[src/rtl/inst_fetcher_pkg.sv]
// Shared definitions for the instruction fetch slice.
// Contents: RV32 major-opcode constants and a small opcode extraction helper.
// Optional feature macro used by this slice: FETCH_BTFN_EN (see next_pc_gen).
package inst_fetcher_pkg;

  localparam logic [6:0] OP_LUI    = 7'b0110111;
  localparam logic [6:0] OP_AUIPC  = 7'b0010111;
  localparam logic [6:0] OP_JAL    = 7'b1101111;
  localparam logic [6:0] OP_JALR   = 7'b1100111;
  localparam logic [6:0] OP_BRANCH = 7'b1100011;
  localparam logic [6:0] OP_LOAD   = 7'b0000011;
  localparam logic [6:0] OP_STORE  = 7'b0100011;

  // Major opcode field of an RV32 instruction word.
  function automatic logic [6:0] opcode_of(input logic [31:0] word);
    return word[6:0];
  endfunction

endpackage

[src/rtl/inst_fetcher_next_pc_gen.sv]
// next_pc_gen: static next-PC prediction for one fetched instruction.
// Ports:
//   word    in  32      fetched instruction word
//   pc      in  ADDR_W  PC of that word
//   next_pc out ADDR_W  predicted next PC (wraps modulo 2^ADDR_W)
//   pred    out 1       predicted-taken flag
// JAL is always followed. With FETCH_BTFN_EN defined, backward conditional
// branches (immB sign bit set) are predicted taken; otherwise all branches
// fall through to pc+4. JALR and mispredictions are left to the ROB redirect.
module next_pc_gen
  import inst_fetcher_pkg::*;
#(
  parameter int ADDR_W = 32
) (
  input  logic [31:0]       word,
  input  logic [ADDR_W-1:0] pc,
  output logic [ADDR_W-1:0] next_pc,
  output logic              pred
);

  logic [ADDR_W-1:0] imm_j;
  logic [ADDR_W-1:0] pc_plus4;

  // immJ = {imm[20], imm[10:1], imm[11], imm[19:12]} scattered in the word
  assign imm_j    = {{(ADDR_W-20){word[31]}}, word[19:12], word[20], word[30:21], 1'b0};
  assign pc_plus4 = pc + {{(ADDR_W-3){1'b0}}, 3'd4};

`ifdef FETCH_BTFN_EN
  logic [ADDR_W-1:0] imm_b;
  assign imm_b = {{(ADDR_W-12){word[31]}}, word[7], word[30:25], word[11:8], 1'b0};
`else
  // immB fields only matter when backward branches are predicted
  logic unused_imm_b_bits;
  assign unused_imm_b_bits = ^word[11:7];
`endif

  // Opcode-directed next-PC selection
  always_comb begin
    next_pc = pc_plus4;
    pred    = 1'b0;
    case (opcode_of(word))
      OP_JAL: begin
        next_pc = pc + imm_j;
        pred    = 1'b1;
      end
`ifdef FETCH_BTFN_EN
      OP_BRANCH: begin
        if (word[31]) begin
          next_pc = pc + imm_b;
          pred    = 1'b1;
        end else begin
          next_pc = pc_plus4;
          pred    = 1'b0;
        end
      end
`endif
      default: begin
        next_pc = pc_plus4;
        pred    = 1'b0;
      end
    endcase
  end

endmodule

[src/rtl/inst_fetcher.sv]
// inst_fetcher: fetch stage in front of the issue queue.
// Holds the PC, issues one instruction-cache read at a time and delivers
// {word, pc, prediction} to the issue queue one cycle after the response.
// Ports:
//   clk_in, rst_in (sync, active-low), rdy_in (low = freeze)
//   _clear/_new_pc        ROB redirect
//   _need_inst            issue queue has room
//   _icache_req/_icache_addr, _icache_valid/_icache_data   cache handshake
//   _inst_ready_out/_inst_out/_inst_addr_out/_inst_pred_out  to issue queue
// Optional macro: FETCH_BTFN_EN (backward-taken branch prediction, in next_pc_gen).
module inst_fetcher
  import inst_fetcher_pkg::*;
#(
  parameter int                ADDR_W   = 32,
  parameter logic [ADDR_W-1:0] RESET_PC = '0
) (
  input  logic              clk_in,
  input  logic              rst_in,
  input  logic              rdy_in,
  input  logic              _clear,
  input  logic [ADDR_W-1:0] _new_pc,
  input  logic              _need_inst,
  output logic              _icache_req,
  output logic [ADDR_W-1:0] _icache_addr,
  input  logic              _icache_valid,
  input  logic [31:0]       _icache_data,
  output logic              _inst_ready_out,
  output logic [31:0]       _inst_out,
  output logic [ADDR_W-1:0] _inst_addr_out,
  output logic              _inst_pred_out
);

  // DROP: a request is in flight but a redirect made its answer stale
  typedef enum logic [1:0] {
    S_IDLE = 2'd0,
    S_WAIT = 2'd1,
    S_DROP = 2'd2
  } state_t;

  state_t            state_r;
  logic [ADDR_W-1:0] pc_r;
  logic              req_r;
  logic [ADDR_W-1:0] addr_r;
  logic              ready_r;
  logic [31:0]       inst_r;
  logic [ADDR_W-1:0] inst_addr_r;
  logic              pred_r;

  logic [ADDR_W-1:0] npc_s;
  logic              pred_s;

  next_pc_gen #(.ADDR_W(ADDR_W)) u_next_pc_gen (
    .word    (_icache_data),
    .pc      (pc_r),
    .next_pc (npc_s),
    .pred    (pred_s)
  );

  // Fetch FSM with PC and registered outputs
  always_ff @(posedge clk_in) begin
    if (!rst_in) begin
      state_r     <= S_IDLE;
      pc_r        <= RESET_PC;
      req_r       <= 1'b0;
      addr_r      <= '0;
      ready_r     <= 1'b0;
      inst_r      <= 32'h0000_0000;
      inst_addr_r <= '0;
      pred_r      <= 1'b0;
    end else if (rdy_in) begin
      req_r   <= 1'b0;
      ready_r <= 1'b0;
      if (_clear) begin
        pc_r <= _new_pc;
        case (state_r)
          S_IDLE:         state_r <= S_IDLE;
          // a response arriving with the clear closes the transaction
          S_WAIT, S_DROP: state_r <= _icache_valid ? S_IDLE : S_DROP;
          default:        state_r <= S_IDLE;
        endcase
      end else begin
        case (state_r)
          S_IDLE: begin
            if (_need_inst) begin
              req_r   <= 1'b1;
              addr_r  <= {pc_r[ADDR_W-1:2], 2'b00};
              state_r <= S_WAIT;
            end
          end
          S_WAIT: begin
            if (_icache_valid) begin
              inst_r      <= _icache_data;
              inst_addr_r <= pc_r;
              pred_r      <= pred_s;
              ready_r     <= 1'b1;
              pc_r        <= npc_s;
              state_r     <= S_IDLE;
            end
          end
          S_DROP: begin
            if (_icache_valid) begin
              state_r <= S_IDLE;
            end
          end
          default: state_r <= S_IDLE;
        endcase
      end
    end
  end

  // Pulses are masked while frozen so a held register reappears exactly once
  // when the pipeline resumes, matching the rdy-gated memory controller.
  assign _icache_req    = req_r & rdy_in;
  assign _inst_ready_out = ready_r & rdy_in;
  assign _icache_addr   = addr_r;
  assign _inst_out      = inst_r;
  assign _inst_addr_out = inst_addr_r;
  assign _inst_pred_out = pred_r;

endmodule

[config.mk]
export PLATFORM = sky130hd
export DESIGN_NAME = inst_fetcher
export DESIGN_NICKNAME = d
export VERILOG_FILES = /design/src/rtl/inst_fetcher_pkg.sv /design/src/rtl/inst_fetcher_next_pc_gen.sv /design/src/rtl/inst_fetcher.sv
export SDC_FILE = /design/constraint.sdc
export NUM_CORES = 1
export LEC_CHECK = 0
export BUFFER_PORTS_ARGS = -buffer_cell sky130_fd_sc_hd__buf_2
export CAP_MARGIN = 10
export CORE_MARGIN = 2
export CORE_UTILIZATION = 51
export CTS_BUF_LIST = sky130_fd_sc_hd__clkbuf_8
export DETAILED_ROUTE_END_ITERATION = 10
export HOLD_SLACK_MARGIN = 0.06
export PLACE_DENSITY_LB_ADDON = 0.08
export SLEW_MARGIN = 15
export SYNTH_ARGS = -nofsm -noshare
export SYNTH_HDL_FRONTEND = slang
export SYNTH_SLANG_ARGS = --single-unit
[constraint.sdc]
create_clock -name clk_in -period 2.8 [get_ports clk_in]
set_clock_uncertainty 0.15 [all_clocks]
set_input_delay 0.14 -clock clk_in [delete_from_list [all_inputs] [get_ports clk_in]]
set_output_delay 0.14 -clock clk_in [all_outputs]
set_load 0.02 [all_outputs]
==> results.sh <==
export IMPL_synthDominantCellAreaShare_pct=35.9
export IMPL_yosys_cell_types_count=65
export IMPL_slew_viol_final=0
export IMPL_worstReg2RegEnd="pc_r[30]"
export IMPL_yosys_warnings=0
export IMPL_top_layer_used="met4"
export IMPL_post_route_min_period_ns=2.78
export IMPL_htree_levels=4
export IMPL_cts_tree="done"
export IMPL_place_hpwl_um=17300
export IMPL_setup_ws_ns=0.0157
export IMPL_coreArea_um2=13900
export IMPL_maxCapViolCount=0
export IMPL_nets=1341
export IMPL_floorplan_initialDensity_pct=52.4
export IMPL_grt_pass1_wl_um=37700
export IMPL_ir_drop_v=0.000334
export IMPL_dr_pass1_iters=5
export IMPL_vias_per_cell=5.73
export IMPL_io_buffers=166
export IMPL_timing_final_crit_share_pct=99.4
export IMPL_die_y_um=124
export IMPL_wirelength_um=25300
export IMPL_cts_sinks=131
export IMPL_endpoint="pc_r[30]"
export IMPL_antenna_found_initial=0
export IMPL_root_buffer="clkbuf_8"
export IMPL_utilization_pct=70.7
export IMPL_die_w_um=124
export IMPL_grt_ovfl_total=0
export IMPL_synth_most_common_cell="nand2_1"
export IMPL_synthesis_area_um2=7310
export IMPL_grt_usage_pct=32.0
export IMPL_gp_congestion=0.942
export IMPL_dr_wl_met2_um=12300
export IMPL_ys_top_cells_by_count="nand2_1, a21oi_1, dfxtp_1, clkbuf_1, nor2_1"
export IMPL_detail_route_wl_per_cell_um=17.7
export IMPL_timing_rr_start="pc_r[5]"
export IMPL_ant_nets=0
export IMPL_io_pins=169
export IMPL_synth_ff_type="dfxtp_1"
export IMPL_fmax_mhz=359
export IMPL_p_leak_nw=4.24
export IMPL_synth_cells=984
export IMPL_synthArstFlopShare_pct=0
export IMPL_r2r_cells=10
export IMPL_synth_area_leaders="dfxtp_1, nand2_1, a21oi_1, ha_1, clkbuf_1"
export IMPL_cp_end_kind="flop"
export IMPL_clk_pin_slew_worst_paths_ns=0.09
export IMPL_rows=43
export IMPL_design_die_area_um2=15300
export IMPL_fin_area_um2=9850
export IMPL_r2r_slack_ns=0.02
export IMPL_required_ns=3.00
export IMPL_pre_cts_slack_ns=0.0360
export IMPL_syn_area_per_cell_um2=7.42
export IMPL_p_per_area_nw_per_um2=463
export IMPL_grt_max_degree=70
export IMPL_first_global_vias=7428
export IMPL_dr_wl_met3_um=1670
export IMPL_startpoint="pc_r[5]"
export IMPL_wl_met1_um=10500
export IMPL_diodes=0
export IMPL_status="complete, no violations"
export IMPL_cts_buffer_depth=2
export IMPL_worst_pin_slew_ns=0.556
export IMPL_cts_buffers=17
export IMPL_hold_viol_final=0
export IMPL_num_vias=8197
export IMPL_hold_class="input pin to flop"
export IMPL_drc=0
export IMPL_min_path_cells=4
export IMPL_syn2layout_area_growth_pct=34.9
export IMPL_synth_largest_area_cell="dfxtp_1"
export IMPL_start_kind="flop"
export IMPL_drive_gt1_share_pct=23.2
export IMPL_worstSkewPairLatency_ns=0.46
export IMPL_drtIter0Drc=672
export IMPL_final_cell_count_no_fill=1430
export IMPL_yosysSeqAreaShare_pct=35.9
export IMPL_synth_edf_count=0
export IMPL_path_class="flop to flop"
export IMPL_cp_max_fo=7
export IMPL_synth_seq_cells=131
export IMPL_dpl_cell_area_um2=8540
export IMPL_dp_cells=1318
export IMPL_slew_headroom_pct=62.9
export IMPL_finalSetupViolations=0
export IMPL_worstPathArrival_ns=2.99
flip-flops by register name (all words and copies together) (netlist names):
register	cells
_icache_addr	30
_inst_addr_out	32
_inst_out	32
_inst_pred_out	1
pc_r	32
ready_r	1
req_r	1
state_r	2
cell usage in the layout, fill, tap and decap left out, types with 21 or more instances in the layout:
cell	n
buf_4	57
dfxtp_1	128
a21oi_1	163
nand2_1	257
nor2_1	34
xnor2_1	23
buf_2	165
ha_1	25
o21ai_0	33
nand3_1	21
dlygate4sd3_1	76
routing by layer:
metal	vias up	track usage (%)
met3	62	5.86
met2	324	54.3
li1	3971	-
met5	-	0
met1	3840	40.0
met4	0	13.1
layout make-up:
| class | instances | area, µm² |
|---|---|---|
| multi-input combinational | 773 | 4490 |
| inverter | 14 | 53.8 |
| fill | 1181 | 4080 |
| tap | 180 | 225 |
| sequential | 131 | 2630 |
| clock buffer | 18 | 248 |
| timing repair buffer | 300 | 2050 |
| clock inverter | 14 | 153 |
per-stage QoR:
stage | power [mW] | TNS, ns | hold slack [ns]
finish | 4.56 | 0 | 0.0839
global route | 4.73 | -0.0847 | 0.0972
CTS | 4.53 | 0 | 0.0644
detailed placement | 2.80 | 0 | 0.237
global placement | 2.80 | 0 | 0.234
floorplan | 2.51 | 0 | 0.126
kinds of logic after synthesis:
| group | synth area share [%] |
|---|---|
| AO/OA/AOI/OAI | 25.0 |
| XOR/XNOR | 4.68 |
| adder cells (fa/ha/maj) | 5.93 |
| buffers and inverters | 4.45 |
| flip-flops | 35.9 |
| multiplexers | 0.411 |
| other | 0.0513 |
| AND/OR/NAND/NOR | 23.6 |
worst min path at each step:
| stage | endpoint | start | slack, ns |
|---|---|---|---|
| after floorplan | pc_r[0] | _new_pc[0] | 0.13 |
| after global placement | _inst_out[10] | _icache_data[10] | 0.23 |
| after detailed placement | _inst_out[7] | _icache_data[7] | 0.24 |
| after CTS | req_r | rdy_in | 0.06 |
| after global routing | req_r | rdy_in | 0.1 |
| final | pc_r[31] | _clear | 0.08 |
critical path, stage by stage, from the launching register on:
cell	delay, ns
dfxtp_1	0.35
buf_4	0.17
and4_4	0.26
nand4_1	0.18
nor4_1	0.37
buf_4	0.20
and3_1	0.16
o21ai_0	0.08
o21ai_0	0.14
dlygate4sd3_1	0.56
o41ai_1	0.06
report_power, final:
part / internal (mW) / switching (mW)
Sequential: 1.92 / 0.0435
Clock: 0.823 / 0.836
Combinational: 0.404 / 0.532
timing repair:
item                                    in CTS  in global routing
hold buffers                                76                  0
pin swaps                                    0                  8
endpoints found under the setup margin       1                  9
gates resized for setup                      1                 28
buffers inserted                             0                  4
hold endpoints to repair                    65                  0
No activity file was read; power rests on OpenSTA's default activity.
